===== src/rtl/sa_blkbox_pattern_src.sv =====
// Programmable valid/ready pattern source (zero/constant/increment/LFSR) replacing SA tie-offs.
// Optional stall counter port enabled by defining SA_PATSRC_STALL_CNT_EN.
module sa_blkbox_pattern_src #(
  parameter int unsigned DW    = 32,
  parameter int unsigned CNT_W = 16,
  parameter logic [31:0] POLY  = 32'h80200003
) (
  input  logic             nvdla_core_clk,
  input  logic             nvdla_core_rst,
  input  logic [1:0]       cfg_mode,
  input  logic [DW-1:0]    cfg_const,
  input  logic [CNT_W-1:0] cfg_len,
  input  logic             start,
  output logic             busy,
  output logic             done,
  output logic             dout_pvld,
  input  logic             dout_prdy,
  output logic [DW-1:0]    dout_pd
`ifdef SA_PATSRC_STALL_CNT_EN
  ,
  output logic [CNT_W-1:0] stall_cnt
`endif
);

  localparam logic [DW-1:0] POLY_MASK = DW'(POLY);

  localparam logic [1:0] MODE_ZERO  = 2'd0;
  localparam logic [1:0] MODE_CONST = 2'd1;
  localparam logic [1:0] MODE_INCR  = 2'd2;
  localparam logic [1:0] MODE_LFSR  = 2'd3;

  typedef enum logic [1:0] {IDLE = 2'd0, RUN = 2'd1, FIN = 2'd2} state_t;

  state_t           state;
  logic [1:0]       mode_q;
  logic [CNT_W-1:0] remaining;
  logic [DW-1:0]    load_val;
  logic [DW-1:0]    pat_next;
  logic             accept;

  assign accept = dout_pvld && dout_prdy;

  // Seed for a new run; LFSR seed is forced odd so it can never lock up at zero.
  always_comb begin
    load_val = '0;
    case (cfg_mode)
      MODE_CONST, MODE_INCR: load_val = cfg_const;
      MODE_LFSR:             load_val = cfg_const | DW'(1);
      default:               load_val = '0;
    endcase
  end

  always_comb begin
    pat_next = dout_pd;
    case (mode_q)
      MODE_INCR: pat_next = dout_pd + DW'(1);
      MODE_LFSR: pat_next = (dout_pd >> 1) ^ (dout_pd[0] ? POLY_MASK : '0);
      default:   pat_next = dout_pd;
    endcase
  end

  // dout_pd doubles as the pattern register and is zero whenever not in RUN.
  always_ff @(posedge nvdla_core_clk) begin
    if (nvdla_core_rst) begin
      state     <= IDLE;
      mode_q    <= MODE_ZERO;
      remaining <= '0;
      dout_pd   <= '0;
      busy      <= 1'b0;
      done      <= 1'b0;
      dout_pvld <= 1'b0;
    end else begin
      done <= 1'b0;
      case (state)
        IDLE: begin
          if (start) begin
            mode_q    <= cfg_mode;
            remaining <= cfg_len;
            if (cfg_len == '0) begin
              state <= FIN;
              done  <= 1'b1;
            end else begin
              state     <= RUN;
              busy      <= 1'b1;
              dout_pvld <= 1'b1;
              dout_pd   <= load_val;
            end
          end
        end
        RUN: begin
          if (accept) begin
            remaining <= remaining - CNT_W'(1);
            if (remaining == CNT_W'(1)) begin
              state     <= FIN;
              busy      <= 1'b0;
              dout_pvld <= 1'b0;
              dout_pd   <= '0;
              done      <= 1'b1;
            end else begin
              dout_pd <= pat_next;
            end
          end
        end
        FIN:     state <= IDLE;
        default: state <= IDLE;
      endcase
    end
  end

`ifdef SA_PATSRC_STALL_CNT_EN
  // Saturating count of back-pressured cycles in the current run.
  always_ff @(posedge nvdla_core_clk) begin
    if (nvdla_core_rst) begin
      stall_cnt <= '0;
    end else if (state == IDLE && start) begin
      stall_cnt <= '0;
    end else if (dout_pvld && !dout_prdy && stall_cnt != '1) begin
      stall_cnt <= stall_cnt + CNT_W'(1);
    end
  end
`endif

endmodule


===== config.mk =====
export PLATFORM = sky130hd
export DESIGN_NAME = sa_blkbox_pattern_src
export DESIGN_NICKNAME = d
export VERILOG_FILES = /design/src/rtl/sa_blkbox_pattern_src.sv
export SDC_FILE = /design/constraint.sdc
export NUM_CORES = 1
export LEC_CHECK = 0
export ABC_AREA = 1
export CORE_MARGIN = 2
export CORE_UTILIZATION = 30
export CTS_CLUSTER_SIZE = 12
export DETAILED_ROUTE_END_ITERATION = 8
export PLACE_DENSITY_LB_ADDON = 0.08
export RECOVER_POWER = 25
export SETUP_SLACK_MARGIN = 0.02
export SYNTH_ARGS = -nofsm -noshare
export SYNTH_HDL_FRONTEND = slang
export SYNTH_SLANG_ARGS = --single-unit

===== constraint.sdc =====
create_clock -name nvdla_core_clk -period 3 [get_ports nvdla_core_clk]
set_input_delay 0.6 -clock nvdla_core_clk [delete_from_list [all_inputs] [get_ports nvdla_core_clk]]
set_output_delay 0.6 -clock nvdla_core_clk [all_outputs]
set_load 0.01 [all_outputs]

==> results.md <==
- Hold-fix buffers at CTS: 0
- Slew at the pin closest to its max-slew limit: 1130 ps
- Worst relative slew slack: 24.5%
- Top library cells by usage in the layout, fill and taps aside: 281 x nand2_1, 154 x nor2_1, 74 x clkdlybuf4s50_1
- Clock edge transition at the registers on the reported setup and hold paths: 80 ps
- Most prevalent standard cell on the critical path: nand2_1
- Setup-violating endpoint count in the final report: 0
- Cell class contributing the biggest share of worst-path delay: simple AND/OR/NAND/NOR gates
- Routed wire length on met3: 590 µm
- Final ANT Viol Nets: 0
- Cell with the largest stage delay on the worst path: dlygate4sd3_1
- Final Instance Count excl. Fillers: 1,067
- Max H-tree Level: 2
- Endpoint class of the critical path: flip-flop
- Worst slack after detailed placement: 273 ps
- Worst setup margin: 529 ps
- Buf+Inv Stages, Crit Path: 1
- Number of buffers on the longest clock path: 2
- Final-layout setup total negative slack: 0 ps
- Clock tree from TritonCTS: built
- WP depth: 11
- GRT Residual Overflow: 0
- Final Wtd Congestion: 0.912
- Clock net sink count: 54
- Worst endpoint data arrival time: 2680 ps
- Peak per-stage delay on the critical path: 560 ps
- Multi-input gate area in the final layout: 0.00295 mm²
- Worst-case clock skew: 8.51 ps
- Core area: 0.0145 mm²
- Average routed wire per standard cell: 14.0 µm
- Cts bufs inserted: 5
- DRT iter0 DRCs: 280
- Starting density of the core: 30.6%
- Total Nets Final: 941
- Chip width: 126 µm
- Most common library cell in the layout ignoring fill and taps: nand2_1
- Max-cap check violation count: 0
- Post-layout min period: 2470 ps
- Total I/O pin count: 89
- Vias post-DR: 5,188
- Total of cells resized after clock tree synthesis: 0
- Number of antenna violations at the first check in global routing: 0
- Met2 wirelength from detailed routing: 7.29 mm
- Count of unique library cells instantiated by Yosys: 36
- Antenna Diode Count: 0
- Uppermost layer routed: met4
- Hold Crit Depth: 2
- Setup CP Type: in -> reg
- Power density normalized to cell area: 942 mW/mm²
- Die Footprint: 0.0158 mm²
- Cell area after technology mapping: 0.00445 mm²
- FILL cells: 1,639
- Area growth, synth to finish: 26.2%
- Sequential-to-total area share from yosys stat: 24.3%
- Yosys warning count: 0
- Die height: 126 µm
- Critical Path Start Type: primary input
- Vias per cell: 4.86
- R2R Setup Slk: 750 ps
- Maximum net fanout on the critical path: 34
- Hold Crit Class: reg -> reg
- Slew Viols, Final: 0
- Number of global-route vias before repair: 4,890
- Row cnt: 44
- Root Buffer: clkbuf_16
- CP Data Required Time: 3210 ps
- Post-synthesis cell type with the largest combined area: dfxtp_1
- Worst IR drop on VDD: 0.000367 V
- Global-route wire length before repair: 24.2 mm
- Ranking of synthesized cells by area: dfxtp_1 24%, nand2_1 24%, nor2_1 13%
- Flip-flop and latch area: 0.00108 mm²
- Placed insts: 1,059
- Post-route DRC: 0
- Count of buffers from port buffering: 88
- Proportion of layout cells with a drive suffix above 1: 4.76%
- DP HPWL: 11.3 mm
- List of cells traversed by the critical path: dlygate4sd3_1 > nor2_1 > nand2_1 > nor2_1 > nand3_1 > nand2_1 > nor2_4 > nand2_4 > nand2_1 > nand2_1 > nor2_1
- #FFs+latches synth: 54
- Maximum number of pins on one net before global-route repair: 41
- Global router's overall resource usage: 18.8%
- Area fraction of the dominant cell type after synthesis: 24.3%
- Max Clk Rate: 0.405 GHz
- Metal1 wirelength: 6.61 mm
- Number of setup buffers added after CTS: 0
- Cell count after synthesis: 809
- Synthesized netlist net count: 868
- Outcome: finished clean
- RSZ-0062 raised after global routing: false
- Per-instance average area after synthesis: 5.51 µm²
- Final critical-path share of the clock period: 82.4%
- Clk_lat worst skew: 310 ps
- Leakage: 2.45 nW
- Final wirelength: 15.0 mm
- TritonRoute pass-1 iters: 4
- Logic depth of the worst register-to-register path: 9
- Count of endpoints failing hold in the final timing report: 0
## through the flow
| step | power (W) | hold WS (ps) | area [µm²] | utilization (%) |
|---|---|---|---|---|
| after floorplan | 0.00362 | 424 | 4450 | - |
| after CTS | 0.00539 | 466 | 5630 | 38.7 |
| after global routing | 0.00585 | 491 | 5620 | 38.7 |
| final | 0.00530 | 463 | 5620 | 38.7 |
| after global placement | 0.00465 | 438 | 5470 | 37.6 |
| after detailed placement | 0.00467 | 454 | 5470 | 37.6 |
## synthesized netlist by cell type, drive strengths merged
master  count
a211oi      2
a21boi      1
a21oi      50
a221oi      1
a22oi       2
a31oi       3
and2        1
buf        16
clkbuf     14
clkinv      1
dfxtp      54
ha          5
inv        68
nand2     289
nand3      72
nand3b      1
nand4       4
nor2      165
nor3        1
o211ai      3
o21ai      45
or2         2
xnor2       3
xor2        6
## where the power goes
part,switching (W),internal [W],leakage [nW],total (W)
clock,0.000300,0.000392,0.0836,0.000692
sequential,0.000449,0.00103,0.447,0.00148
combinational,0.00187,0.00125,1.92,0.00312
total,0.00262,0.00267,2.45,0.00530
## path summary, 6_finish.rpt
kind / to / startpoint
setup / recovery: dout_pd[9] / cfg_len[4]
hold reg to reg: mode_q[0] / mode_q[0]
hold / removal: mode_q[0] / mode_q[0]
setup reg to reg: dout_pd[6] / state[1]
## cells by family after synthesis
| group | count (synthesis) | synth area share [%] |
|---|---|---|
| AND/OR/NAND/NOR | 535 | 50.4 |
| AO/OA/AOI/OAI | 107 | 12.7 |
| buffers and inverters | 99 | 9.38 |
| flip-flops | 54 | 24.3 |
| XOR/XNOR | 9 | 1.77 |
| adder cells (fa/ha/maj) | 5 | 1.40 |
## cell type report
| cell class | instances | share of cell area, % |
|---|---|---|
| Multi-Input combinational cell | 656 | 52.5 |
| Timing Repair Buffer | 96 | 16.6 |
| Tap cell | 184 | 4.10 |
| Clock buffer | 5 | 2.23 |
| Sequential cell | 54 | 19.2 |
| Clock inverter | 3 | 0.712 |
| Inverter | 69 | 4.61 |
## metal layers
layer	GRT usage, %	vias to the layer above
met3	2.55	30
met5	0	-
met1	22.8	2315
met2	33.4	140
li1	-	2703
met4	7.89	0
## flip-flops by register name (all words and copies together), names as in the netlist
name / count
dout_pd: 32
remaining: 16
mode_q: 2
state: 2
done: 1
dout_pvld: 1
## worst min-delay path, stage by stage, from the launching register on
cell and delay [ps]:
dfxtp_1 320, inv_1 50, a21oi_1 50
No activity file was read; power rests on OpenSTA's default activity.
